**src/rtl/regfile_pkg.sv**
```systemverilog
// Shared register-file types: address width, register count and the writeback entry layout.
// `WORD is the global data width; it defaults to 32 when no other file has set it.
`ifndef WORD
`define WORD 32
`endif

package regfile_pkg;

   localparam int unsigned REG_ADDR_W = 5;
   localparam int unsigned NUM_REGS   = 32;

   typedef struct packed {
      logic [REG_ADDR_W-1:0] addr;
      logic [`WORD-1:0]      data;
   } wb_entry_t;

   function automatic logic entry_matches(input wb_entry_t entry, input logic [REG_ADDR_W-1:0] addr);
      return entry.addr == addr;
   endfunction

endpackage

```
**src/rtl/wb_fifo.sv**
```systemverilog
// Circular writeback buffer: storage, head/tail pointers and occupancy.
// Exposes every slot, a per-slot valid vector and the head pointer so the parent can search it by age.
`ifndef WORD
`define WORD 32
`endif

module wb_fifo
   import regfile_pkg::*;
#(
   parameter int unsigned DEPTH = 4,
   localparam int unsigned PTR_W = $clog2(DEPTH),
   localparam int unsigned CNT_W = $clog2(DEPTH + 1)
) (
   input  logic             clk,
   input  logic             rst_n,
   input  logic             push,
   input  logic             pop,
   input  logic             clear,
   input  wb_entry_t        push_entry,
   output wb_entry_t        head_entry,
   output logic [CNT_W-1:0] count,
   output logic             full,
   output logic             empty,
   output wb_entry_t        entries [DEPTH],
   output logic [DEPTH-1:0] entry_valid,
   output logic [PTR_W-1:0] head_ptr
);

   wb_entry_t        mem_q [DEPTH];
   logic [PTR_W-1:0] wr_ptr_q, rd_ptr_q;
   logic [CNT_W-1:0] count_q;

   always_ff @(posedge clk or negedge rst_n) begin
      if (!rst_n) begin
         wr_ptr_q <= '0;
         rd_ptr_q <= '0;
         count_q  <= '0;
      end else if (clear) begin
         wr_ptr_q <= '0;
         rd_ptr_q <= '0;
         count_q  <= '0;
      end else begin
         if (push) wr_ptr_q <= wr_ptr_q + PTR_W'(1);
         if (pop)  rd_ptr_q <= rd_ptr_q + PTR_W'(1);
         if (push && !pop)      count_q <= count_q + CNT_W'(1);
         else if (pop && !push) count_q <= count_q - CNT_W'(1);
      end
   end

   // Payload needs no reset; entry_valid gates every use of it.
   always_ff @(posedge clk) begin
      if (push) mem_q[wr_ptr_q] <= push_entry;
   end

   // A slot is live when its distance from the head is below the occupancy.
   always_comb begin
      logic [PTR_W-1:0] age;
      entry_valid = '0;
      age         = '0;
      for (int s = 0; s < DEPTH; s++) begin
         age            = PTR_W'(s) - rd_ptr_q;
         entry_valid[s] = CNT_W'(age) < count_q;
      end
   end

   assign entries    = mem_q;
   assign head_entry = mem_q[rd_ptr_q];
   assign head_ptr   = rd_ptr_q;
   assign count      = count_q;
   assign full       = count_q == CNT_W'(DEPTH);
   assign empty      = count_q == '0;

endmodule

```
**src/rtl/regfile_writeback_queue.sv**
```systemverilog
// Writer-side front end of the register file: queues writebacks and issues one write per cycle.
// Define WB_BYPASS_EN to compile in the pending-write lookup; otherwise hit outputs are tied to 0.
`ifndef WORD
`define WORD 32
`endif

module regfile_writeback_queue
   import regfile_pkg::*;
#(
   parameter int unsigned DEPTH = 4
) (
   input  logic                         clk,
   input  logic                         rst_n,
   input  logic                         in_valid,
   output logic                         in_ready,
   input  logic [REG_ADDR_W-1:0]        in_register,
   input  logic [`WORD-1:0]             in_data,
   input  logic                         flush,
   input  logic                         port_busy,
   output logic [REG_ADDR_W-1:0]        write_register,
   output logic [`WORD-1:0]             write_data,
   output logic                         reg_write,
   output logic [$clog2(DEPTH+1)-1:0]   count,
   input  logic [REG_ADDR_W-1:0]        lookup_register1,
   input  logic [REG_ADDR_W-1:0]        lookup_register2,
   output logic                         hit1,
   output logic                         hit2,
   output logic [`WORD-1:0]             hit_data1,
   output logic [`WORD-1:0]             hit_data2
);

   localparam int unsigned PTR_W = $clog2(DEPTH);

   wb_entry_t        head_entry;
   wb_entry_t        fifo_entries [DEPTH];
   logic [DEPTH-1:0] fifo_valid;
   logic [PTR_W-1:0] head_ptr;
   logic             fifo_full, fifo_empty;
   logic             push, pop;
   wb_entry_t        out_q;
   logic             reg_write_q;

   // Ready looks only at registered occupancy, so a full queue stays closed even when popping.
   assign in_ready = !fifo_full && !flush;
   assign push     = in_valid && in_ready;
   assign pop      = !fifo_empty && !port_busy && !flush;

   wb_fifo #(
      .DEPTH(DEPTH)
   ) u_fifo (
      .clk         (clk),
      .rst_n       (rst_n),
      .push        (push),
      .pop         (pop),
      .clear       (flush),
      .push_entry  ('{addr: in_register, data: in_data}),
      .head_entry  (head_entry),
      .count       (count),
      .full        (fifo_full),
      .empty       (fifo_empty),
      .entries     (fifo_entries),
      .entry_valid (fifo_valid),
      .head_ptr    (head_ptr)
   );

   always_ff @(posedge clk or negedge rst_n) begin
      if (!rst_n) begin
         out_q       <= '0;
         reg_write_q <= 1'b0;
      end else begin
         reg_write_q <= pop;
         if (pop) out_q <= head_entry;
      end
   end

   assign reg_write      = reg_write_q;
   assign write_register = out_q.addr;
   assign write_data     = out_q.data;

`ifdef WB_BYPASS_EN
   // Walk oldest to newest so the newest matching entry wins; the output stage is oldest of all.
   always_comb begin
      logic [PTR_W-1:0] slot;
      hit1      = 1'b0;
      hit2      = 1'b0;
      hit_data1 = '0;
      hit_data2 = '0;
      slot      = '0;
      if (reg_write_q && entry_matches(out_q, lookup_register1)) begin
         hit1      = 1'b1;
         hit_data1 = out_q.data;
      end
      if (reg_write_q && entry_matches(out_q, lookup_register2)) begin
         hit2      = 1'b1;
         hit_data2 = out_q.data;
      end
      for (int i = 0; i < DEPTH; i++) begin
         slot = head_ptr + PTR_W'(i);
         if (fifo_valid[slot] && entry_matches(fifo_entries[slot], lookup_register1)) begin
            hit1      = 1'b1;
            hit_data1 = fifo_entries[slot].data;
         end
         if (fifo_valid[slot] && entry_matches(fifo_entries[slot], lookup_register2)) begin
            hit2      = 1'b1;
            hit_data2 = fifo_entries[slot].data;
         end
      end
   end
`else
   assign hit1      = 1'b0;
   assign hit2      = 1'b0;
   assign hit_data1 = '0;
   assign hit_data2 = '0;

   logic unused_bypass;
   always_comb begin
      unused_bypass = ^{lookup_register1, lookup_register2, fifo_valid, head_ptr};
      for (int i = 0; i < DEPTH; i++) unused_bypass = unused_bypass ^ (^fifo_entries[i]);
   end
`endif

endmodule
```
**config.mk**
```make
export PLATFORM = sky130hd
export DESIGN_NAME = regfile_writeback_queue
export DESIGN_NICKNAME = d
export VERILOG_FILES = /design/src/rtl/regfile_pkg.sv /design/src/rtl/wb_fifo.sv /design/src/rtl/regfile_writeback_queue.sv
export SDC_FILE = /design/constraint.sdc
export NUM_CORES = 1
export LEC_CHECK = 0
export CAP_MARGIN = 20
export CORE_MARGIN = 4
export CORE_UTILIZATION = 40
export DETAILED_ROUTE_END_ITERATION = 8
export PLACE_DENSITY_LB_ADDON = 0.1
export SKIP_LAST_GASP = 1
export SYNTH_ARGS = -nofsm -noshare
export SYNTH_HDL_FRONTEND = slang
export SYNTH_SLANG_ARGS = --single-unit
```
**constraint.sdc**
```tcl
create_clock -name clk -period 4.4 [get_ports clk]
set_clock_uncertainty 0.1 [all_clocks]
set_input_delay 1.32 -clock clk [delete_from_list [all_inputs] [get_ports clk]]
set_output_delay 1.32 -clock clk [all_outputs]
set_load 0.01 [all_outputs]
```
# --- Word level (Yosys, flattened, before mapping) ---
# Cells that the tools add are included.
word_totals:
  inputBits: 52
  word_cells: 54
  out_inout_bits: 108
  reg_bits: 193
op_classes:
  bitwise: 2
  mux: 13
  order_cmp: 3
  eq_ne: 1
  n_addsub: 4
  n_reduce_logical: 17
op_table:
  columns: ["cell", "n"]
  rows:
  - ["148-bit bitwise mux", 1]
  - ["37-bit two-way mux", 3]
  - ["37-bit binary-select mux with 2-bit select", 1]
  - ["37-bit demux with 2-bit select", 1]
  - ["3-bit two-way mux", 3]
  - ["2-bit two-way mux", 4]
  - ["1-bit logical AND", 7]
  - ["3-bit greater-or-equal comparator, second input constant", 2]
  - ["1-bit zero test", 6]
  - ["2-bit inverter with 3-bit output", 2]
  - ["2-bit by 1-bit adder with 2-bit output, second input constant", 2]
  - ["2-bit nonzero test", 2]
  - ["3-bit by 1-bit adder with 3-bit output, second input constant", 1]
  - ["3-bit == test, second input constant", 1]
  - ["3-bit zero test", 1]
  - ["3-bit by 1-bit < comparator with 1-bit output, second input constant", 1]
  - ["3-bit nonzero test", 1]
  - ["3-bit by 1-bit subtractor with 3-bit output, second input constant", 1]

# --- Depth between registers and ports, before layout ---
# Gate-level depths: netlist of run 1.
depth:
  word_depth: 9
  depth_mapped: 8

# --- By module ---
# A second synthesis of run 1 with hierarchy kept.
hier_totals:
  cells_unflattened: 404
  hier_area_um2: 7868.8
by_module_without_submodules:
  columns: ["module", "area_per_inst_um2", "n_inst", "cells_each"]
  rows:
  - ["wb_fifo", 5947.0, 1, 255]
  - ["regfile_writeback_queue", 1921.8, 1, 149]

# --- Worst setup path before layout of run 1 ---
# OpenSTA, ideal clock, no wires.
synth_path:
  path_kind: "input-to-reg"
  start: "in in_valid"
  end: "reg u_fifo.mem_q, in the netlist u_fifo.entries[0], enable pin"
  slack_ps: 1128
  path_buffers: 1
  t_required_ps: 3902
  t_arrival_ps: 2775
  cell_stages: 4
  path_cell_list: "buf_2 inv_1 nor3_2 and2_1"
synth_between:
  elab_chain_cells: 1
synth_lines:
  columns: ["element", "line_no", "rtl"]
  rows:
  - ["start, declared", "regfile_writeback_queue.sv:14", "input logic in_valid,"]
  - ["1-bit logical AND", "regfile_writeback_queue.sv:45", "assign push = in_valid && in_ready;"]
  - ["end signal, assigned by index", "wb_fifo.sv:52", "if (push) mem_q[wr_ptr_q] <= push_entry;"]
  - ["end, declared", "wb_fifo.sv:29", "wb_entry_t mem_q [DEPTH];"]
# Every way passes these cells.
# A chain may end at the register's enable or synchronous reset.

# --- Final worst setup path of run 1 ---
layout_path:
  start: "in flush"
  end: "out in_ready"
layout_between:
  elab_chain_cells: 2
layout_lines:
  columns: ["element", "line_no", "rtl"]
  rows:
  - ["start, declared", "regfile_writeback_queue.sv:18", "input logic flush,"]
  - ["1-bit zero test", "regfile_writeback_queue.sv:44", "assign in_ready = !fifo_full && !flush;"]
  - ["1-bit logical AND", "regfile_writeback_queue.sv:44", null]
  - ["end, declared", "regfile_writeback_queue.sv:15", "output logic in_ready,"]
# Every way passes these cells.

==> impl_metrics.yaml, run 1 <==
outcome:
  outcome: "finished, final reports clean"
worst_setup_path:
  cp.required_ps: 2980
  cp_common_cell: "clkdlybuf4s50_1"
  worstRegToRegCells: 7
  reg2reg_from: "u_fifo.count[1]$_DFFE_PN0P_"
  crit_path_end_kind: "primary output"
  arrival_ps: 2410
  slowest_delay_ps: 550
  critPathKind: "in -> out"
  cp-start-kind: "input port"
  rr_endpoint: "u_fifo.count[2]$_DFFE_PN0P_"
  slowest_stage: "clkdlybuf4s50_1"
  worstSetupStartpoint: "flush"
  rrSetupSlack_ps: 1530
  crit_chain: "clkdlybuf4s50_1 -> nor2_1 -> clkdlybuf4s50_1"
  worstPathMaxFanout: 2
sta:
  period_needed_ps: 3829
  clock.fmax_ghz: 0.2612
  worst_pin_slew_ps: 1010
  rsz0062_at_grt: "false"
  setup_violations: 0
  fin_setup_tns_ps: 0
  hold_viol_final: 0
  fin_crit_sh_pct: 87.01
  drv_slew: 0
  slew_headroom_pct: 32.68
power:
  power_density_nw_per_um2: 560.2
  power.share.sequential_pct: 46.9
  switchingPower_w: 0.001300
  p_leak_nw: 3.298
  combPwrFrac_pct: 22.6
  internal-power_w: 0.003951
  clkPwrFrac_pct: 30.5
  swShare_pct: 24.76
  ir_drop_mv: 0.3082
logic_synthesis:
  syn_avg_cell_area_sq_um: 19.22
  synth_adder_area_share_pct: 0.8893
  synth.area.mux_share_pct: 16.01
  ys_ff_latch: 193
  synth_most_common_cell: "edfxtp_1"
  synthCells: 410
  synth_compound_area_share_pct: 1.842
  synthSimpleGateAreaFrac_pct: 1.985
  synth-main-ff-cell: "edfxtp_1"
  yosysSeqAreaShare_pct: 70.70
  synth_top_area_share_pct: 56.41
  synthDistinctLibCells: 39
  synth_top_cell_by_area: "edfxtp_1"
  yosys_warnings: 0
  synth_common_cells: "edfxtp_1 (148), buf_4 (68), dfrtp_1 (45)"
  async_flop_share_pct: 23.32
  synth-edff-count: 148
  synth_top_family_by_area: "multiplexers"
  synthXorXnorAreaFrac_pct: 0
  syn_area_sq_um: 7879
  synthTopCellsByArea: "edfxtp_1 (56%), dfrtp_1 (14%), mux4_2 (11%), buf_4 (6.5%), mux2_2 (5.4%)"
global_routing:
  grt_first_pass_wirelength_mm: 22.18
  grt.overflow.total: 0
  grt_pass1_vias: 3919
  grt_usage_pct: 13.61
  antenna_found_initial: 0
  grt_max_degree: 41
clocking:
  cts_sinks: 193
  root_buffer: "clkbuf_16"
  htree_levels: 4
  cts_max_path_buffers: 2
  worstSkewPairLatency_ps: 420
  cts_resized: 0
  cts_buffers: 17
  cts_tree: "done"
  clkTransAtPathRegs_ps: 70
  postCtsSetupRepairBufs: 0
  hold_buffers: 0
placement:
  place_inst: 748
  routabilityCongestion: 0.7387
  dp_hpwl_mm: 8.624
  io_buffers: 83
die:
  die-width_microns: 148.3
  rows: 51
  core_sq_um: 19400
  initial_utilization_pct: 40.62
  die_area_sq_um: 22010
  io_pins: 160
  die_height_microns: 148.3
route:
  vias_per_cell: 4.635
  drtIter0Drc: 248
  drc: 0
  drt_first_pass_iters: 4
  vias: 3620
  antenna_left: 0
  wl_mm: 14.23
  wire_per_inst_microns: 18.22
cells_and_area:
  regArea_sq_um: 5575
  multi_input_area_sq_um: 1886
  fin_cells: 781
  n_fill_cell: 1669
  syn2layout_area_growth_pct: 18.98
  nNetsFinal: 559
  drive_above_1_share_pct: 24.27
worst_hold_path:
  whs_path_depth: 1
  hold_path_end: "write_data[14]$_DFFE_PN0P_"
  holdCritStartpoint: "write_data[14]$_DFFE_PN0P_"
  hp-class: "reg -> reg"
run:
  maxCapViolCount: 0
-- sequential cells by signal, summed over array words and instances (netlist names) --
signal and cells:
u_fifo.entries 148, write_data 32, write_register 5, u_fifo.count 3, u_fifo.head_ptr 2, u_fifo.wr_ptr_q 2
reg_write 1
-- worst max path at each step --
stage                                  endpoint  depth (start not counted)
floorplan           u_fifo.entries[0]$_DFFE_PP_                          4
global placement                       in_ready                          3
detailed placement  u_fifo.count[2]$_DFFE_PN0P_                          8
CTS                                    in_ready                          3
global route                           in_ready                          3
finish                                 in_ready                          3
-- through the flow --
step                      power, W  hold slack [ps]  util, %  setup slack, ps  area, sq um
after CTS                 0.005343            407.4    48.31            565.7         9371
after global routing      0.005532            420.0    48.31            514.0         9371
after detailed placement  0.003722            391.5    45.10            570.0         8750
after floorplan           0.003186            450.0        -             1128         8123
final                     0.005251            403.2    48.32            571.4         9374
after global placement    0.003690            386.9    45.10            561.1         8750
-- cells by family after synthesis --
| group | Yosys count |
|---|---|
| mux | 75 |
| compound gates | 20 |
| simple gates | 24 |
| fa+ha+maj | 5 |
| flops | 193 |
| other cells | 1 |
| buf+inv | 92 |
-- critical path: cells and delay by family --
kind | cells | cell delay (ps)
AND/OR/NAND/NOR | 1 | 110
buffers and inverters | 2 | 980
-- layer usage --
layer  up-vias  share of wire (%)  wire [microns]  GRT usage [%]
li1       1626                  -               -              -
met1      1864                 41            5804          17.18
met2       119                 51            7285          22.90
met3        11                6.6             944          3.778
met4         0                1.4             197          4.480
met5         -                  0               0              0
-- power groups by stage --
stage	Sequential [W]	Combinational [W]	Clock, W
global placement	0.00250	0.00119	0
CTS	0.00248	0.00121	0.00165
finish	0.00246	0.00119	0.00160
floorplan	0.00246	0.000721	0
global route	0.00251	0.00128	0.00174
detailed placement	0.00251	0.00121	0
-- layout make-up --
class                           instances  share of cell area (%)
Antenna cell                            1                 0.02670
Clock buffer                           21                   4.912
Clock inverter                         11                   1.722
Inverter                                9                  0.3604
Multi-Input combinational cell        190                   20.11
Sequential cell                       193                   59.48
Tap cell                              265                   3.537
Timing Repair Buffer                   91                   9.851
-- layout by cell type (no fill, tap or decap), types with 5 or more instances in the layout --
cell,n
edfxtp_1,148
clkdlybuf4s50_1,82
conb_1,66
dfrtp_1,43
mux2_2,38
mux4_2,37
clkbuf_16,17
inv_1,9
clkinv_2,5
buf_4,5
Note: power is estimated with default switching activity, not from simulation.
==> inputs of run 2 (changes only) <==
==> constraint.sdc (replaced) <==
create_clock -name clk -period 4.1 [get_ports clk]
set_clock_uncertainty 0.1 [all_clocks]
set_input_delay 1.23 -clock clk [delete_from_list [all_inputs] [get_ports clk]]
set_output_delay 1.23 -clock clk [all_outputs]
set_load 0.01 [all_outputs]
==> run 2 against run 1 <==
First-iteration DRC count down 2.0%. Utilization shrank 0.34 points. Final area is 0.69% lower. Combinational power is 7% higher. Global-route usage is 0.13 points higher. Sequential power is 7% higher. Via count rose by 2.3%. Critical path type unchanged. Critical endpoint unchanged. Highest routed layer unchanged.
==> impl_metrics.yaml, run 2 (synthesis results as in run 1) <==
worst_hold_path:
  hp-class: "reg -> reg"
  holdCritStartpoint: "write_data[18]$_DFFE_PN0P_"
die:
  io_pins: 160
  initial_utilization_pct: 40.62
  die_area_sq_um: 22010
  die_height_microns: 148.3
  core_sq_um: 19400
  rows: 51
  die-width_microns: 148.3
sta:
  fin_setup_tns_ps: 0
  drv_slew: 0
  period_needed_ps: 3651
  setup_violations: 0
  worst_pin_slew_ps: 1029
  clock.fmax_ghz: 0.2739
  fin_crit_sh_pct: 89.05
  fin_ws_ps: 448.8
  hold_viol_final: 0
  slew_headroom_pct: 31.37
  rsz0062_at_grt: "false"
global_routing:
  grt_first_pass_wirelength_mm: 22.53
  antenna_found_initial: 0
  grt_usage_pct: 13.74
  grt_pass1_vias: 3926
  grt_max_degree: 41
  grt.overflow.total: 0
worst_setup_path:
  critPathKind: "in -> out"
  path_buf_inv: 2
  path_delay_family: "buffers and inverters"
  worstSetupStartpoint: "flush"
  worstPathMaxFanout: 2
  reg2reg_from: "u_fifo.count[1]$_DFFE_PN0P_"
  slowest_delay_ps: 550
  crit_path_end_kind: "primary output"
  arrival_ps: 2320
  slowest_stage: "clkdlybuf4s50_1"
  crit_chain: "clkdlybuf4s50_1 -> nor2_1 -> clkdlybuf4s50_1"
  cp_common_cell: "clkdlybuf4s50_1"
  cp-start-kind: "input port"
  cp.required_ps: 2770
cells_and_area:
  post-route-util_pct: 47.99
  largest_reg_flops: 148
  mostFrequentLayoutCells: "edfxtp_1 (148), clkdlybuf4s50_1 (82), conb_1 (66)"
  multi_input_area_sq_um: 1886
  final_common_cell: "edfxtp_1"
  regArea_sq_um: 5575
  design_area_sq_um: 9309
  n_fill_cell: 1670
  nNetsFinal: 558
  fin_cells: 778
  syn2layout_area_growth_pct: 18.15
  drive_above_1_share_pct: 23.98
  num_antenna_cells: 0
route:
  drt_first_pass_iters: 4
  vias: 3704
  vias_per_cell: 4.761
  wl_mm: 14.59
  drc: 0
  drtIter0Drc: 243
  wire_per_inst_microns: 18.75
  antenna_left: 0
run:
  maxCapViolCount: 0
power:
  power.share.sequential_pct: 47.9
  power_density_nw_per_um2: 593.0
  clkPwrFrac_pct: 29.1
  swShare_pct: 25.97
  switchingPower_w: 0.001433
  p_leak_nw: 3.266
  combPwrFrac_pct: 23.1
  internal-power_w: 0.004087
  ir_drop_mv: 0.3114
clocking:
  postCtsSetupRepairBufs: 0
  cts_sinks: 193
  worstSkewPairLatency_ps: 420
  root_buffer: "clkbuf_16"
  cts_resized: 0
  clkTransAtPathRegs_ps: 70
  cts_max_path_buffers: 2
  hold_buffers: 0
  cts_buffers: 17
  htree_levels: 4
  cts_tree: "done"
placement:
  io_buffers: 83
  place_area_sq_um: 8742
  pre_cts_slack_ps: 360.4
  dp_hpwl_mm: 8.691
  routabilityCongestion: 0.7410
  place_inst: 747
outcome:
  outcome: "finished, final reports clean"
==> run 2: per-stage QoR <==
stage               power [W]  hold slack [ps]
floorplan            0.003419            450.0
global placement     0.003963            388.1
detailed placement   0.003991            393.1
CTS                  0.005609            409.3
global route         0.005797            429.4
finish               0.005520            403.1
==> run 2: metal layers <==
| layer | part of all wire [%] | vias to the layer above | GRT usage [%] |
|---|---|---|---|
| met5 | 0 | - | 0 |
| met4 | 1.4 | 0 | 4.434 |
| met3 | 5.2 | 16 | 3.504 |
| met2 | 51 | 115 | 23.38 |
| met1 | 42 | 1947 | 17.37 |
| li1 | - | 1626 | - |
==> run 2: cell type report <==
type                            count  share of cell area (%)
Clock inverter                     13                   1.478
Inverter                            9                  0.3629
Clock buffer                       18                   4.610
Multi-Input combinational cell    190                   20.26
Timing Repair Buffer               90                   9.839
Tap cell                          265                   3.562
Sequential cell                   193                   59.89
==> run 2: worst register-to-register path, stage by stage, from the launching register on <==
cell	delay, ps
dfrtp_1	510
nor3b_1	580
nor3_2	160
o21a_1	160
fa_1	370
nand2b_1	170
o221a_2	260
a2111oi_0	380
==> run 2: path summary, 6_finish.rpt <==
path	to	slack [ps]	cells after the start
setup / recovery	in_ready	450	3
max in group asynchronous	write_data[7]$_DFFE_PN0P_	2260	2
hold reg to reg	write_data[18]$_DFFE_PN0P_	400	1
hold / removal	write_data[18]$_DFFE_PN0P_	400	1
min in group asynchronous	write_data[18]$_DFFE_PN0P_	800	1
setup reg to reg	u_fifo.count[2]$_DFFE_PN0P_	1290	7
==> run 2: power by group through the flow <==
stage | registers (W) | clock network, W | logic [W]
2_1_floorplan | 0.00265 | 0 | 0.000774
3_3_place_gp | 0.00269 | 0 | 0.00127
3_5_place_dp | 0.00270 | 0 | 0.00129
4_1_cts | 0.00266 | 0.00165 | 0.00130
5_1_grt | 0.00270 | 0.00173 | 0.00137
6_report | 0.00264 | 0.00160 | 0.00127
